===== config.mk =====
export PLATFORM = sky130hd
export DESIGN_NAME = flog_i2f_arbiter_flat
export DESIGN_NICKNAME = d
export VERILOG_FILES = /design/src/rtl/flog_i2f_arbiter_if.sv /design/src/rtl/flog_i2f_arbiter.sv /design/src/flat_wrapper.sv
export SDC_FILE = /design/constraint.sdc
export NUM_CORES = 1
export LEC_CHECK = 0
export CORE_MARGIN = 2
export CORE_UTILIZATION = 41
export CTS_CLUSTER_SIZE = 8
export DETAILED_ROUTE_END_ITERATION = 8
export GPL_TIMING_DRIVEN = 0
export PLACE_DENSITY_LB_ADDON = 0.08
export SYNTH_ARGS = -nofsm -noshare
export SYNTH_HDL_FRONTEND = slang
export SYNTH_SLANG_ARGS = --single-unit

===== constraint.sdc =====
create_clock -name clk -period 2.5 [get_ports clk]
set_input_delay 0.5 -clock clk [delete_from_list [all_inputs] [get_ports clk]]
set_output_delay 0.5 -clock clk [all_outputs]
set_load 0.05 [all_outputs]

===== src/rtl/flog_i2f_arbiter_if.sv =====
// Handshake bundle between FLOG operand producers, the shared
// fixed-to-float converter and the result consumer.
interface flog_i2f_arbiter_if #(
  parameter int NUM_REQ     = 4,
  parameter int ID_W        = 2,
  parameter int EXP_WIDTH   = 8,
  parameter int FRACT_WIDTH = 7
);
  logic [NUM_REQ-1:0]             req_valid_i;
  logic [NUM_REQ-1:0]             req_ready_o;
  logic [NUM_REQ*EXP_WIDTH-1:0]   req_int_i;
  logic [NUM_REQ*FRACT_WIDTH-1:0] req_frac_i;

  logic                   cvt_valid_o;
  logic [EXP_WIDTH-1:0]   cvt_int_o;
  logic [FRACT_WIDTH-1:0] cvt_frac_o;
  logic                   cvt_done_i;
  logic [FRACT_WIDTH-1:0] cvt_mant_i;
  logic [EXP_WIDTH-1:0]   cvt_exp_i;
  logic                   cvt_sgn_i;

  logic                   res_valid_o;
  logic                   res_ready_i;
  logic [ID_W-1:0]        res_id_o;
  logic [FRACT_WIDTH-1:0] res_mant_o;
  logic [EXP_WIDTH-1:0]   res_exp_o;
  logic                   res_sgn_o;
  logic                   res_err_o;
  logic                   busy_o;

  modport master (
    input  req_valid_i, req_int_i, req_frac_i,
    input  cvt_done_i, cvt_mant_i, cvt_exp_i,
    input  cvt_sgn_i, res_ready_i,
    output req_ready_o, cvt_valid_o, cvt_int_o,
    output cvt_frac_o, res_valid_o, res_id_o,
    output res_mant_o, res_exp_o, res_sgn_o,
    output res_err_o, busy_o
  );

  modport slave (
    output req_valid_i, req_int_i, req_frac_i,
    output cvt_done_i, cvt_mant_i, cvt_exp_i,
    output cvt_sgn_i, res_ready_i,
    input  req_ready_o, cvt_valid_o, cvt_int_o,
    input  cvt_frac_o, res_valid_o, res_id_o,
    input  res_mant_o, res_exp_o, res_sgn_o,
    input  res_err_o, busy_o
  );
endinterface


===== src/rtl/flog_i2f_arbiter.sv =====
// Round-robin arbiter sharing one multi-cycle fixed-to-float
// converter among NUM_REQ requesters, with a hung-converter timeout.
module flog_i2f_arbiter #(
  parameter int NUM_REQ     = 4,
  parameter int ID_W        = 2,
  parameter int EXP_WIDTH   = 8,
  parameter int FRACT_WIDTH = 7,
  parameter int TIMEOUT     = 64
) (
  input logic clk,
  input logic rst,
  flog_i2f_arbiter_if.master bus
);
  localparam int CNT_W = $clog2(TIMEOUT) + 1;

  typedef enum logic [1:0] {
    IDLE, ISSUE, WAIT, RESP
  } state_t;

  state_t state_q, state_d;

  logic [ID_W-1:0]        rr_ptr, winner, id_q;
  logic [ID_W:0]          sum;
  logic                   found, grant, tmo;
  logic [CNT_W-1:0]       cnt;
  logic [EXP_WIDTH-1:0]   op_int, r_exp;
  logic [FRACT_WIDTH-1:0] op_frac, r_mant;
  logic                   r_sgn, r_err;

  always_comb begin
    found  = 1'b0;
    winner = '0;
    sum    = '0;
    for (int i = 0; i < NUM_REQ; i++) begin
      sum = {1'b0, rr_ptr} + (ID_W+1)'(i);
      if (sum >= (ID_W+1)'(NUM_REQ))
        sum = sum - (ID_W+1)'(NUM_REQ);
      if (!found && bus.req_valid_i[sum[ID_W-1:0]]) begin
        found  = 1'b1;
        winner = sum[ID_W-1:0];
      end
    end
  end

  // Grant is masked while reset is held so every output reads 0.
  assign grant = (state_q == IDLE) && found && !rst;

  // Counter value after this cycle's increment reaches TIMEOUT-1.
  assign tmo = (cnt == CNT_W'(TIMEOUT - 2));

  always_comb begin
    bus.req_ready_o = '0;
    if (grant)
      bus.req_ready_o[winner] = 1'b1;
  end

  always_comb begin
    state_d = state_q;
    unique case (state_q)
      IDLE:  if (grant) state_d = ISSUE;
      ISSUE: state_d = WAIT;
      WAIT:  if (bus.cvt_done_i || tmo) state_d = RESP;
      RESP:  if (bus.res_ready_i) state_d = IDLE;
      default: state_d = IDLE;
    endcase
  end

  always_ff @(posedge clk or posedge rst) begin
    if (rst) begin
      state_q <= IDLE;
      rr_ptr  <= '0;
      id_q    <= '0;
      cnt     <= '0;
      op_int  <= '0;
      op_frac <= '0;
      r_exp   <= '0;
      r_mant  <= '0;
      r_sgn   <= 1'b0;
      r_err   <= 1'b0;
    end else begin
      state_q <= state_d;
      if (grant) begin
        op_int  <= bus.req_int_i[winner*EXP_WIDTH +: EXP_WIDTH];
        op_frac <= bus.req_frac_i[winner*FRACT_WIDTH +: FRACT_WIDTH];
        id_q    <= winner;
        rr_ptr  <= (winner == ID_W'(NUM_REQ - 1)) ? '0
                                                   : winner + 1'b1;
      end
      if (state_q == ISSUE)
        cnt <= '0;
      else if (state_q == WAIT)
        cnt <= cnt + 1'b1;
      if (state_q == WAIT) begin
        if (bus.cvt_done_i) begin
          r_exp  <= bus.cvt_exp_i;
          r_mant <= bus.cvt_mant_i;
          r_sgn  <= bus.cvt_sgn_i;
          r_err  <= 1'b0;
        end else if (tmo) begin
          r_exp  <= '0;
          r_mant <= '0;
          r_sgn  <= 1'b0;
          r_err  <= 1'b1;
        end
      end
    end
  end

  assign bus.cvt_valid_o = (state_q == ISSUE);
  assign bus.cvt_int_o   = op_int;
  assign bus.cvt_frac_o  = op_frac;
  assign bus.res_valid_o = (state_q == RESP);
  assign bus.res_id_o    = id_q;
  assign bus.res_mant_o  = r_mant;
  assign bus.res_exp_o   = r_exp;
  assign bus.res_sgn_o   = r_sgn;
  assign bus.res_err_o   = r_err;
  assign bus.busy_o      = (state_q != IDLE);

endmodule

===== src/flat_wrapper.sv =====
// flat-port wrapper written by rule: the top's interface ports become plain ports
module flog_i2f_arbiter_flat 
#(
  parameter int NUM_REQ     = 4,
  parameter int ID_W        = 2,
  parameter int EXP_WIDTH   = 8,
  parameter int FRACT_WIDTH = 7,
  parameter int TIMEOUT     = 64
)
  (clk, rst, bus_req_valid_i, bus_req_int_i, bus_req_frac_i, bus_cvt_done_i, bus_cvt_mant_i, bus_cvt_exp_i, bus_cvt_sgn_i, bus_res_ready_i, bus_req_ready_o, bus_cvt_valid_o, bus_cvt_int_o, bus_cvt_frac_o, bus_res_valid_o, bus_res_id_o, bus_res_mant_o, bus_res_exp_o, bus_res_sgn_o, bus_res_err_o, bus_busy_o);
  flog_i2f_arbiter_if #(.NUM_REQ(NUM_REQ), .ID_W(ID_W), .EXP_WIDTH(EXP_WIDTH), .FRACT_WIDTH(FRACT_WIDTH)) bus_i ();
  input logic clk;
  input logic rst;
  input wire logic [$bits(bus_i.req_valid_i)-1:0] bus_req_valid_i;
  input wire logic [$bits(bus_i.req_int_i)-1:0] bus_req_int_i;
  input wire logic [$bits(bus_i.req_frac_i)-1:0] bus_req_frac_i;
  input wire logic [$bits(bus_i.cvt_done_i)-1:0] bus_cvt_done_i;
  input wire logic [$bits(bus_i.cvt_mant_i)-1:0] bus_cvt_mant_i;
  input wire logic [$bits(bus_i.cvt_exp_i)-1:0] bus_cvt_exp_i;
  input wire logic [$bits(bus_i.cvt_sgn_i)-1:0] bus_cvt_sgn_i;
  input wire logic [$bits(bus_i.res_ready_i)-1:0] bus_res_ready_i;
  output wire logic [$bits(bus_i.req_ready_o)-1:0] bus_req_ready_o;
  output wire logic [$bits(bus_i.cvt_valid_o)-1:0] bus_cvt_valid_o;
  output wire logic [$bits(bus_i.cvt_int_o)-1:0] bus_cvt_int_o;
  output wire logic [$bits(bus_i.cvt_frac_o)-1:0] bus_cvt_frac_o;
  output wire logic [$bits(bus_i.res_valid_o)-1:0] bus_res_valid_o;
  output wire logic [$bits(bus_i.res_id_o)-1:0] bus_res_id_o;
  output wire logic [$bits(bus_i.res_mant_o)-1:0] bus_res_mant_o;
  output wire logic [$bits(bus_i.res_exp_o)-1:0] bus_res_exp_o;
  output wire logic [$bits(bus_i.res_sgn_o)-1:0] bus_res_sgn_o;
  output wire logic [$bits(bus_i.res_err_o)-1:0] bus_res_err_o;
  output wire logic [$bits(bus_i.busy_o)-1:0] bus_busy_o;
  assign bus_i.req_valid_i = bus_req_valid_i;
  assign bus_i.req_int_i = bus_req_int_i;
  assign bus_i.req_frac_i = bus_req_frac_i;
  assign bus_i.cvt_done_i = bus_cvt_done_i;
  assign bus_i.cvt_mant_i = bus_cvt_mant_i;
  assign bus_i.cvt_exp_i = bus_cvt_exp_i;
  assign bus_i.cvt_sgn_i = bus_cvt_sgn_i;
  assign bus_i.res_ready_i = bus_res_ready_i;
  assign bus_req_ready_o = bus_i.req_ready_o;
  assign bus_cvt_valid_o = bus_i.cvt_valid_o;
  assign bus_cvt_int_o = bus_i.cvt_int_o;
  assign bus_cvt_frac_o = bus_i.cvt_frac_o;
  assign bus_res_valid_o = bus_i.res_valid_o;
  assign bus_res_id_o = bus_i.res_id_o;
  assign bus_res_mant_o = bus_i.res_mant_o;
  assign bus_res_exp_o = bus_i.res_exp_o;
  assign bus_res_sgn_o = bus_i.res_sgn_o;
  assign bus_res_err_o = bus_i.res_err_o;
  assign bus_busy_o = bus_i.busy_o;
  flog_i2f_arbiter #(.NUM_REQ(NUM_REQ), .ID_W(ID_W), .EXP_WIDTH(EXP_WIDTH), .FRACT_WIDTH(FRACT_WIDTH), .TIMEOUT(TIMEOUT)) u_core (.clk(clk), .rst(rst), .bus(bus_i));
endmodule

-- Word level (Yosys, flattened, before mapping)
Cells that the tools add are included.
- bits of input ports: 84
- register bits: 45
- output and inout port bits: 41
- order comparisons: 10
- equal/unequal tests: 8
- shift-type cells: 2
- $add $sub $neg: 9
- reduce and logical (&&, ||, !) cells: 17
- mux-type cells: 38
- multiply operators: 1
- operators with widths (operator ; number):
    $shiftx 32x6->8 ; 1
    $mux 7 ; 4
    $shiftx 28x6->7 ; 1
    $mux 2 ; 12
    $mux 8 ; 2
    $lt 2x3->1 const B ; 5
    $mux 1 ; 13
    $ge 3x3->1 const B ; 3
    $bmux 1 s2 ; 4
    $pmux 2 s4 ; 1
    $sub 2x1->2 const B ; 4
    $add 7x1->7 const B ; 1
    $eq 7x6->1 const B ; 1
    $add 2x2->3 const B ; 2
    $eq 2x2->1 const B ; 3
    $logic_and 1x1->1 ; 6
    $reduce_bool 2->1 ; 3
    $mul 2x3->5 const B ; 1
    $logic_not 1->1 ; 4
    $mux 4 ; 1
    $ne 2x1->1 const B ; 2
    $add 2x1->3 const B ; 1
    $ge 2x3->1 const B ; 1
    $reduce_and 3->1 ; 1
    8 further kinds ; 8

-- Depth between registers and ports, before layout
Gate-level depths: netlist of run 1.
- word-level depth: 19
- depth in mapped cells: 9

-- Worst setup path before layout of run 1
Ideal clock, no wire load.
- path type: input to output
- from: input bus_req_valid_i[2]
- to: output bus_req_ready_o[3]
- data required time: 2000 ps
- setup slack: 200 ps
- arrival: 1800 ps
- buffers on the path: 2
- cell stages on the path: 8
- path through: mux2i_1 o22a_1 buf_6 nand2_8 buf_8 inv_1 ha_1 and2_1
- word-level cells in the longest chain between the ends: 17
- elaborated cells on any way between the ends: 30
- ends and longest elaborated chain (element ; line ; RTL):
    start, declared ; flat_wrapper.sv:14 ; input wire logic [$bits(bus_i.req_valid_i)-1:0] bus_req_valid_i;
    $bmux 1 s2 ; flog_i2f_arbiter.sv:38 ; if (!found && bus.req_valid_i[sum[ID_W-1:0]]) begin
    $mux 1 (implied by the code) ; flog_i2f_arbiter.sv:38 ;
    $mux 1 ; flog_i2f_arbiter.sv:38 ;
    $logic_not 1->1 ; flog_i2f_arbiter.sv:38 ;
    $logic_and 1x1->1 ; flog_i2f_arbiter.sv:38 ;
    $mux 1 ; flog_i2f_arbiter.sv:38 ;
    $logic_not 1->1 ; flog_i2f_arbiter.sv:38 ;
    $logic_and 1x1->1 ; flog_i2f_arbiter.sv:38 ;
    [... 2 more ...] ; - ;
    $logic_and 1x1->1 ; flog_i2f_arbiter.sv:38 ;
    $mux 2 (*) ; flog_i2f_arbiter.sv:38 ;
    net u_core.winner[0] ; flog_i2f_arbiter.sv:22 ; logic [ID_W-1:0] rr_ptr, winner, id_q;
    $lt 2x3->1 (implied by the code) / $ge 2x1->1 (equally long branches) ; flog_i2f_arbiter.sv:54 ; bus.req_ready_o[winner] = 1'b1;
    $logic_and 1x1->1 (implied by the code) ; flog_i2f_arbiter.sv:54 ;
    $mux 1 (implied by the code) ; flog_i2f_arbiter.sv:54 ;
    $demux 1 s2 (*) ; - ;
    $mux 4 (*) ; flog_i2f_arbiter.sv:53 ; if (grant)
    end, declared ; flat_wrapper.sv:22 ; output wire logic [$bits(bus_i.req_ready_o)-1:0] bus_req_ready_o;
Mark *: on every way through the listed nets, which the timed path passes. The rest lies on a longest branch. The select of a mux whose other input is x is not followed.

-- Worst setup path in the final report of run 1
- from: register u_core.rr_ptr[1]
- to: output bus_req_ready_o[3]
- word-level cells in the longest chain between the ends: 19
- elaborated cells on any way between the ends: 45
- ends and longest elaborated chain (element ; line ; RTL):
    start, declared ; flog_i2f_arbiter.sv:22 ;
    start signal, assigned ; flog_i2f_arbiter.sv:86 ; rr_ptr <= (winner == ID_W'(NUM_REQ - 1)) ? '0
    parallel branches: the longest is 13 deep, another holds $add 2x1->3 ; - ;
    $mux 2 (*) ; flog_i2f_arbiter.sv:38 ;
    net u_core.winner[0] ; flog_i2f_arbiter.sv:22 ;
    $lt 2x3->1 (implied by the code) / $ge 2x1->1 (equally long branches) ; flog_i2f_arbiter.sv:54 ;
    $logic_and 1x1->1 (implied by the code) ; flog_i2f_arbiter.sv:54 ;
    $mux 1 (implied by the code) ; flog_i2f_arbiter.sv:54 ;
    $demux 1 s2 (*) ; - ;
    $mux 4 (*) ; flog_i2f_arbiter.sv:53 ;
Mark *: on every way through the listed nets, which the timed path passes. The select of a mux whose other input is x is not followed.

==> impl_metrics.py, run 1 <==
metrics = {
    "timing": {
        "max_clock_freq_mhz": 425,
        "timing_hold_violations_final": 0,
        "worst_pin_slew_ns": 0.532,
        "skew_ns": 0.00573,
        "maxSlewViolCount": 0,
        "slew_headroom_pct": 64.5,
        "layout_min_cycle_time_ns": 2.36,
        "rsz0062_at_grt": "no",
        "period_share_pct": 94.2,
        "setup_viol": 0,
    },
    "placement": {
        "hpwl_mm": 5.49,
        "post_dp_cell_area_um2": 3910,
        "port_buffers": 124,
        "gp_congestion": 0.799,
    },
    "setup_path": {
        "ff2ff_path_depth": 7,
        "end_kind": "primary output",
        "cp_top_family": "flip-flops",
        "cp_cell_sequence": "mux2i_2 > o22a_1 > buf_6 > nand2_8 > inv_1 > ha_1 > and2_1 > buf_6",
        "r2r_start": "u_core.state_q[0]",
        "worstPathArrival_ns": 1.86,
        "crit_cells": 8,
        "startpoint_type": "register",
        "cp_common_cell": "buf_6",
        "cp_data_required_time_ns": 2.00,
        "crit_path_start": "u_core.rr_ptr[1]",
        "reg2reg_slack_ns": 0.31,
        "slowest_delay_ns": 0.41,
        "crit_buf_inv": 3,
        "criticalPathCategory": "register to primary output",
        "cp-endpoint": "bus_req_ready_o[3]",
        "slowest_stage": "dfrtp_2",
        "crit_path_max_fanout": 7,
        "r2r-end": "u_core.bus.cvt_int_o[0]",
    },
    "route": {
        "firstDrtPassIters": 4,
        "vias": 2483,
        "via_per_inst": 5.39,
        "detail_route.drc_violations": 0,
        "routed_wl_mm": 6.98,
        "first_iter_violations": 95,
        "wl_per_cell_um": 15.1,
        "ant_nets": 0,
    },
    "power_and_ir_drop": {
        "p_leak_nw": 1.80,
        "p_int_w": 0.00240,
        "p_per_area_nw_per_um2": 1160,
        "p_switching_w": 0.00227,
        "sw_frac_of_total_pct": 48.6,
        "pwr-share-clk_pct": 9.3,
        "seq_power_share_pct": 26.6,
        "ir_drop_mv": 0.789,
        "finalPower_w": 0.00467,
        "comb_power_share_pct": 64.1,
    },
    "synthesis": {
        "yosysWarnings": 0,
        "yosysSeqAreaShare_pct": 44.1,
        "synth_flop_cell": "dfrtp_1",
        "synth_cells": 253,
        "synth_edf_count": 0,
        "syn_avg_cell_area_um2": 10.1,
        "synth_area_um2": 2560,
        "ys_ff_latch": 45,
        "syn_nets": 348,
        "postSynth.asyncResetShare_pct": 100,
        "synth.distinct_cells": 40,
    },
    "layout": {
        "nets": 480,
        "drive_above_1_share_pct": 11.7,
        "fin_area_um2": 4010,
        "syn_to_final_growth_pct": 56.8,
        "antenna_cells": 0,
    },
    "floorplan": {
        "coreArea_um2": 5990,
        "die_h_um": 83.0,
        "ioPinCount": 125,
        "die_w_um": 83.0,
        "initial_core_util_pct": 42.7,
        "dieArea_um2": 6880,
        "rows": 28,
    },
    "clock_tree": {
        "cts.htree.levels": 2,
        "clk_pin_slew_ns": 0.09,
        "cts_sinks": 45,
        "cts-root-buf": "clkbuf_8",
        "cts_max_path_buffers": 2,
        "cts_made_buffers": 5,
        "clk_latency_ns": 0.29,
        "tritoncts": "done",
    },
    "global_routing": {
        "grt_pass1_wl_mm": 11.6,
        "globalRoute.totalOverflow": 0,
        "grt_pass1_vias": 2459,
        "antenna_found_initial": 0,
        "grt_max_degree": 37,
        "grtUsageTotal_pct": 20.5,
    },
    "job": {
        "maxCapViolations": 0,
    },
    "outcome": {
        "outcome": "finished, final reports clean",
    },
    "min_path": {
        "min_path_type": "register to register",
    },
}
==> how the worst min path moves through the flow <==
stage               cells after the start                 endpoint  slack [ns]                     from
floorplan                               1            u_core.cnt[6]        0.47            u_core.cnt[6]
global placement                        1  u_core.bus.res_exp_o[6]        0.46  u_core.bus.res_exp_o[6]
detailed placement                      1  u_core.bus.res_exp_o[2]        0.47  u_core.bus.res_exp_o[2]
CTS                                     1  u_core.bus.res_exp_o[2]        0.49  u_core.bus.res_exp_o[2]
global route                            1  u_core.bus.res_exp_o[3]        0.50  u_core.bus.res_exp_o[3]
finish                                  1  u_core.bus.res_exp_o[2]        0.48  u_core.bus.res_exp_o[2]
==> sequential cells by signal (all words and copies together), names as in the netlist <==
signal	cells
u_core.state_q	2
u_core.bus.res_sgn_o	1
u_core.bus.res_err_o	1
u_core.bus.res_id_o	2
u_core.rr_ptr	2
u_core.bus.res_mant_o	7
u_core.cnt	7
u_core.bus.cvt_int_o	8
u_core.bus.cvt_frac_o	7
u_core.bus.res_exp_o	8
==> kinds of logic after synthesis <==
family | Yosys count | synth area share [%]
compound gates | 87 | 23.1
simple gates | 63 | 13.1
flops | 45 | 44.1
buf+inv | 27 | 4.80
mux | 18 | 8.86
fa+ha+maj | 11 | 5.38
xor+xnor | 2 | 0.685
==> routing by layer <==
| metal | part of all wire, % | wire length (um) | GRT usage [%] |
|---|---|---|---|
| met5 | 0 | 0 | 0 |
| met4 | 1.9 | 136 | 5.37 |
| met3 | 7.4 | 513 | 6.86 |
| met2 | 50 | 3510 | 36.0 |
| met1 | 40 | 2820 | 23.8 |
==> power groups by stage <==
stage	Combinational [W]	Sequential, W	Clock (W)
6_report	0.00299	0.00124	0.000434
3_3_place_gp	0.00296	0.00124	0
4_1_cts	0.00300	0.00124	0.000447
5_1_grt	0.00319	0.00129	0.000483
2_1_floorplan	0.00118	0.00210	0
3_5_place_dp	0.00301	0.00125	0
==> stage by stage <==
| stage | hold WS [ns] | setup slack (ns) | utilization [%] | setup TNS (ns) | instances |
|---|---|---|---|---|---|
| floorplan | 0.466 | 0.200 | - | 0 | 253 |
| global placement | 0.458 | -0.912 | 65.0 | -9.47 | 452 |
| CTS | 0.486 | 0.0633 | 66.6 | 0 | 461 |
| finish | 0.484 | 0.145 | 66.9 | 0 | 461 |
| global route | 0.504 | 0.0133 | 66.9 | 0 | 461 |
| detailed placement | 0.465 | -0.961 | 65.3 | -5.61 | 453 |
==> Yosys cell counts, drive strengths merged (2+ instances only) <==
master,count,share of area (%)
and3,11,2.7
inv,11,1.6
buf,4,1.4
clkbuf,12,1.8
dfrtp,45,44
nor2b,3,0.73
ha,11,5.4
nand2b,3,0.73
mux2,16,8.1
a22o,6,2.1
nand3,15,2.9
a221o,14,5.5
nand2,17,3.1
o21ai,25,4.9
and2,5,1.2
a21oi,21,4.1
a21o,12,3.6
mux2i,2,0.78
nor2,5,0.73
==> cells in the final DEF (no fill, tap or decap), types with 5 or more instances in the layout <==
cell,instances
mux2_2,9
a21o_1,11
o21ai_0,24
a221o_1,14
a22o_1,6
inv_1,9
clkdlybuf4s50_1,114
a21oi_1,21
and2_1,5
and3_1,11
nand2_1,16
mux2_4,7
clkbuf_8,5
clkbuf_1,12
nand3_1,15
dfrtp_1,44
ha_1,11
==> what timing repair did <==
item	CTS	global route
buffers inserted	1	0
resized for setup	33	10
endpoints found under the setup margin	5	5
pin swaps	1	1
hold buffers	0	0
==> area by class of cell <==
class / count / area (um2)
flip-flops and latches: 45 / 1130
fillers: 487 / 1980
clock buffers: 5 / 68.8
multi-input cells: 181 / 1340
repair buffers: 126 / 1250
inverters: 11 / 41.3
well taps: 75 / 93.8
clock inverters: 3 / 17.5
plain buffers: 15 / 66.3
No activity file was read; power rests on OpenSTA's default activity.
==> run 2, diff against run 1 <==
Settings changed: ABC_CLOCK_PERIOD_IN_PS set to 2500, CORE_MARGIN 2 to 5.
==> run 2 against run 1 <==
Net effect: utilization grew 0.31 points; largest power group unchanged; cell count increased by 0.43%; clock skew fell by 0.0013 ns; clock-buffer cell count is the same.
==> impl_metrics.py, run 2 (synthesis gave the netlist of run 1 again) <==
metrics = {
    "layout": {
        "drive_above_1_share_pct": 11.1,
        "fillCellCount": 509,
        "nets": 482,
        "seqCellArea_um2": 1130,
        "final_cell_mix": "114 x clkdlybuf4s50_1, 45 x dfrtp_1, 24 x o21ai_0",
        "multiInputGateArea_um2": 1330,
        "fin_area_um2": 4030,
        "fin_util_pct": 67.2,
        "syn_to_final_growth_pct": 57.5,
        "final_common_cell": "clkdlybuf4s50_1",
        "antenna_cells": 0,
    },
    "floorplan": {
        "die_h_um": 89.0,
        "dieArea_um2": 7910,
        "initial_core_util_pct": 42.7,
        "die_w_um": 89.0,
        "rows": 28,
        "coreArea_um2": 5990,
        "ioPinCount": 125,
    },
    "power_and_ir_drop": {
        "p_per_area_nw_per_um2": 1180,
        "p_switching_w": 0.00232,
        "ir_drop_mv": 0.727,
        "p_leak_nw": 1.82,
        "sw_frac_of_total_pct": 48.9,
        "comb_power_share_pct": 63.8,
        "seq_power_share_pct": 26.1,
        "p_int_w": 0.00242,
        "pwr-share-clk_pct": 10.1,
    },
    "placement": {
        "hpwl_mm": 5.94,
        "post_dp_cell_area_um2": 3910,
        "gp_congestion": 0.724,
        "dpl_worst_slack_ns": -0.942,
        "port_buffers": 124,
    },
    "clock_tree": {
        "cts_sinks": 45,
        "cts_hold_buf": 0,
        "clk_latency_ns": 0.31,
        "cts_max_path_buffers": 2,
        "clk_pin_slew_ns": 0.09,
        "cts_made_buffers": 5,
        "tritoncts": "done",
        "cts-root-buf": "clkbuf_8",
        "cts.htree.levels": 2,
    },
    "route": {
        "firstDrtPassIters": 4,
        "wl_per_cell_um": 16.3,
        "vias": 2462,
        "detail_route.drc_violations": 0,
        "first_iter_violations": 60,
        "routed_wl_mm": 7.54,
        "via_per_inst": 5.32,
        "ant_nets": 0,
    },
    "global_routing": {
        "antenna_found_initial": 0,
        "grt_pass1_vias": 2550,
        "grt_max_degree": 40,
        "grtUsageTotal_pct": 20.2,
        "grt_pass1_wl_mm": 12.5,
        "globalRoute.totalOverflow": 0,
    },
    "timing": {
        "period_share_pct": 96.9,
        "layout_min_cycle_time_ns": 2.42,
        "skew_ns": 0.00439,
        "worst_slack_ns": 0.0774,
        "slew_headroom_pct": 56.4,
        "timing_hold_violations_final": 0,
        "maxSlewViolCount": 0,
        "setup_viol": 0,
        "rsz0062_at_grt": "yes",
        "max_clock_freq_mhz": 413,
        "worst_pin_slew_ns": 0.648,
    },
    "setup_path": {
        "crit_path_max_fanout": 7,
        "startpoint_type": "primary input",
        "end_kind": "primary output",
        "r2r_start": "u_core.state_q[0]",
        "cp_data_required_time_ns": 2.00,
        "criticalPathCategory": "primary input to primary output",
        "crit_path_start": "bus_req_valid_i[1]",
        "worstPathArrival_ns": 1.92,
    },
    "min_path": {
        "min_path_type": "register to register",
        "min_from": "u_core.bus.res_id_o[1]",
    },
    "outcome": {
        "outcome": "finished, final reports clean",
    },
    "job": {
        "maxCapViolations": 0,
    },
}
## run 2: final timing paths
path | to | slack [ns] | depth (start not counted)
min in group asynchronous | u_core.bus.cvt_int_o[2] | 0.56 | 2
max in group asynchronous | u_core.bus.cvt_frac_o[2] | 1.49 | 3
setup / recovery | bus_req_ready_o[2] | 0.08 | 5
hold / removal | u_core.bus.res_id_o[1] | 0.48 | 1
setup reg to reg | u_core.bus.cvt_int_o[3] | 0.26 | 7
hold reg to reg | u_core.bus.res_id_o[1] | 0.48 | 1
## run 2: worst max-delay path, cell delays in order
cell and delay (ns):
dlygate4sd2_1 0.29, nor4_1 0.62, nor3_4 0.11, and2_1 0.19, buf_2 0.20
## run 2: layer usage
metal  routed length [um]  GRT usage, %  up-vias  share of wire, %
met5                    0             0        -                 0
met4                  152          7.44        0               2.0
met3                  796          7.10       12                11
met2                 3710          34.8      102                49
met1                 2880          23.2     1151                38
li1                     -             -     1197                 -
## run 2: metrics by stage
stage	power (W)	cells	hold slack [ns]	TNS, ns
floorplan	0.00328	253	0.466	0
global placement	0.00423	452	0.457	-12.02
detailed placement	0.00429	453	0.465	-6.04
CTS	0.00478	462	0.487	0
global route	0.00507	463	0.509	-0.0451
finish	0.00474	463	0.479	0
## run 2: repair_timing
action | CTS | global route
setup buffers | 2 | 1
pin swaps | 0 | 2
endpoints found under the setup margin | 5 | 5
gates cloned | 0 | 0
resized for setup | 31 | 8
## run 2: power by group through the flow
stage          Sequential [W]  Clock [W]  Combinational [W]
2_1_floorplan         0.00210          0            0.00118
3_3_place_gp          0.00124          0            0.00299
3_5_place_dp          0.00125          0            0.00304
4_1_cts               0.00124   0.000507            0.00303
5_1_grt               0.00128   0.000537            0.00325
6_report              0.00124   0.000481            0.00302
## run 2: final cells by class
class / count / area share, %
Clock inverter: 3 / 0.622
Multi-Input combinational cell: 181 / 33.0
Sequential cell: 45 / 28.0
Inverter: 11 / 1.03
Buffer: 15 / 1.65
Clock buffer: 5 / 1.71
Tap cell: 75 / 2.33
Timing Repair Buffer: 128 / 31.7
==> run 3, diff against run 2 <==
Settings changed: ABC_AREA set to 0, CORE_ASPECT_RATIO set to 0.9.
==> run 3 against run 2 <==
Net effect: global-route usage down 1.2 points; non-clock buffer count unchanged; sequential share of layout area about the same; cell area up 0.16%; first-iteration DRC count down 17%; die area about the same; register-to-register slack better by 0.02 ns; cell count down 0.65%; clock skew up 0.0040 ns; hold slack better by 0.0046 ns; critical path type unchanged; largest cell class unchanged; largest power group unchanged; highest routed layer unchanged.
==> impl_metrics.py, run 3 (synthesis gave the netlist of run 1 again) <==
metrics = {
    "outcome": {
        "outcome": "finished, final reports clean",
    },
    "layout": {
        "final_cell_mix": "114 x clkdlybuf4s50_1, 45 x dfrtp_1, 24 x o21ai_0",
        "fin_util_pct": 66.3,
        "antenna_cells": 0,
        "fin_area_um2": 4030,
        "final_common_cell": "clkdlybuf4s50_1",
        "drive_above_1_share_pct": 10.6,
        "syn_to_final_growth_pct": 57.8,
        "nets": 482,
    },
    "setup_path": {
        "r2r_start": "u_core.state_q[0]",
        "cp-endpoint": "bus_req_ready_o[1]",
        "cp_data_required_time_ns": 2.00,
        "r2r-end": "u_core.bus.cvt_int_o[1]",
        "end_kind": "primary output",
        "crit_path_max_fanout": 5,
        "worstPathArrival_ns": 1.92,
        "crit_path_start": "bus_req_valid_i[2]",
        "criticalPathCategory": "primary input to primary output",
        "startpoint_type": "primary input",
        "ff2ff_path_depth": 7,
        "reg2reg_slack_ns": 0.28,
    },
    "power_and_ir_drop": {
        "p_int_w": 0.00243,
        "seq_power_share_pct": 26.1,
        "sw_frac_of_total_pct": 48.8,
        "p_leak_nw": 1.82,
        "p_switching_w": 0.00232,
        "ir_drop_mv": 0.552,
        "finalPower_w": 0.00475,
        "p_per_area_nw_per_um2": 1180,
        "pwr-share-clk_pct": 10.1,
        "comb_power_share_pct": 63.8,
    },
    "placement": {
        "hpwl_mm": 5.78,
        "post_dp_cell_area_um2": 3910,
        "gp_congestion": 0.810,
        "port_buffers": 124,
        "dpl_worst_slack_ns": -0.927,
    },
    "timing": {
        "skew_ns": 0.00843,
        "slew_headroom_pct": 56.2,
        "setup_viol": 0,
        "maxSlewViolCount": 0,
        "timing_hold_violations_final": 0,
        "max_clock_freq_mhz": 412,
        "worst_slack_ns": 0.0754,
        "worst_pin_slew_ns": 0.652,
        "worst_hold_slack_ns": 0.484,
        "period_share_pct": 97.0,
        "layout_min_cycle_time_ns": 2.42,
    },
    "route": {
        "detail_route.drc_violations": 0,
        "firstDrtPassIters": 4,
        "wl_per_cell_um": 16.1,
        "via_per_inst": 5.30,
        "routed_wl_mm": 7.42,
        "ant_nets": 0,
        "vias": 2440,
        "first_iter_violations": 50,
    },
    "global_routing": {
        "grtUsageTotal_pct": 19.0,
        "globalRoute.totalOverflow": 0,
        "antenna_found_initial": 0,
        "grt_max_degree": 35,
        "grt_pass1_wl_mm": 12.2,
        "grt_pass1_vias": 2569,
    },
    "clock_tree": {
        "cts_made_buffers": 5,
        "clk_latency_ns": 0.30,
        "cts_max_path_buffers": 2,
        "tritoncts": "done",
        "clk_pin_slew_ns": 0.10,
        "cts.htree.levels": 2,
        "cts_sinks": 45,
        "cts_hold_buf": 0,
        "cts-root-buf": "clkbuf_8",
    },
    "floorplan": {
        "rows": 27,
        "die_w_um": 93.2,
        "coreArea_um2": 6080,
        "ioPinCount": 125,
        "die_h_um": 84.9,
        "initial_core_util_pct": 42.0,
        "dieArea_um2": 7920,
    },
    "min_path": {
        "min_path_type": "register to register",
        "min_from": "u_core.bus.res_exp_o[1]",
    },
    "job": {
        "maxCapViolations": 0,
    },
}
==> run 3: cell count changes in the layout (fill, tap and decap cells not counted), sizes merged <==
cell	change
clkbuf	-1
clkdlybuf4s15	+1
==> run 3: power by group through the flow <==
stage,sequential (W),combinational (W),clock [W]
after floorplan,0.00210,0.00118,0
after global placement,0.00124,0.00298,0
after detailed placement,0.00125,0.00303,0
after CTS,0.00124,0.00303,0.000491
after global routing,0.00129,0.00323,0.000520
final,0.00124,0.00303,0.000477
==> run 3: final cells by class <==
cell class / count / area [um2]
buffer: 15 / 66.3
clock buffer: 5 / 68.8
clock inverter: 3 / 25.0
fill: 518 / 2050
inverter: 11 / 41.3
multi-input combinational: 181 / 1340
sequential: 45 / 1130
tap: 72 / 90.1
timing repair buffer: 128 / 1280
==> run 3: layer usage <==
layer	track usage [%]	up-vias	part of all wire, %
met5	0	-	0
met4	5.86	0	1.9
met3	7.62	13	11
met2	33.1	95	49
met1	21.2	1138	38
li1	-	1194	-
==> run 3: worst min path at each step <==
stage / slack [ns] / cells past startpoint / end
after global routing: 0.51 / 1 / u_core.bus.res_exp_o[6]
final: 0.48 / 1 / u_core.bus.res_exp_o[1]
after detailed placement: 0.46 / 1 / u_core.bus.res_exp_o[1]
after global placement: 0.46 / 1 / u_core.bus.res_exp_o[6]
after floorplan: 0.47 / 1 / u_core.cnt[6]
after CTS: 0.49 / 1 / u_core.bus.res_exp_o[1]
==> run 3: stage by stage <==
stage / cells / setup TNS (ns)
floorplan: 253 / 0
global placement: 449 / -11.29
detailed placement: 450 / -5.60
CTS: 459 / 0
global route: 460 / -0.0158
finish: 460 / 0
==> run 3: timing repair <==
item	4_1_cts	5_1_grt
gates resized for setup	32	6
setup buffers	2	1
endpoints found under the hold margin	0	0
setup endpoints to repair	5	5
pin swaps	1	0
gates cloned	0	0
==> run 3: worst max-delay path, cell delays in order <==
cell and delay, ns:
clkdlybuf4s15_1 0.26, nor2b_1 0.19, a221oi_2 0.27, nor2_1 0.12, inv_1 0.13, ha_1 0.15, and2_1 0.13, buf_6 0.16
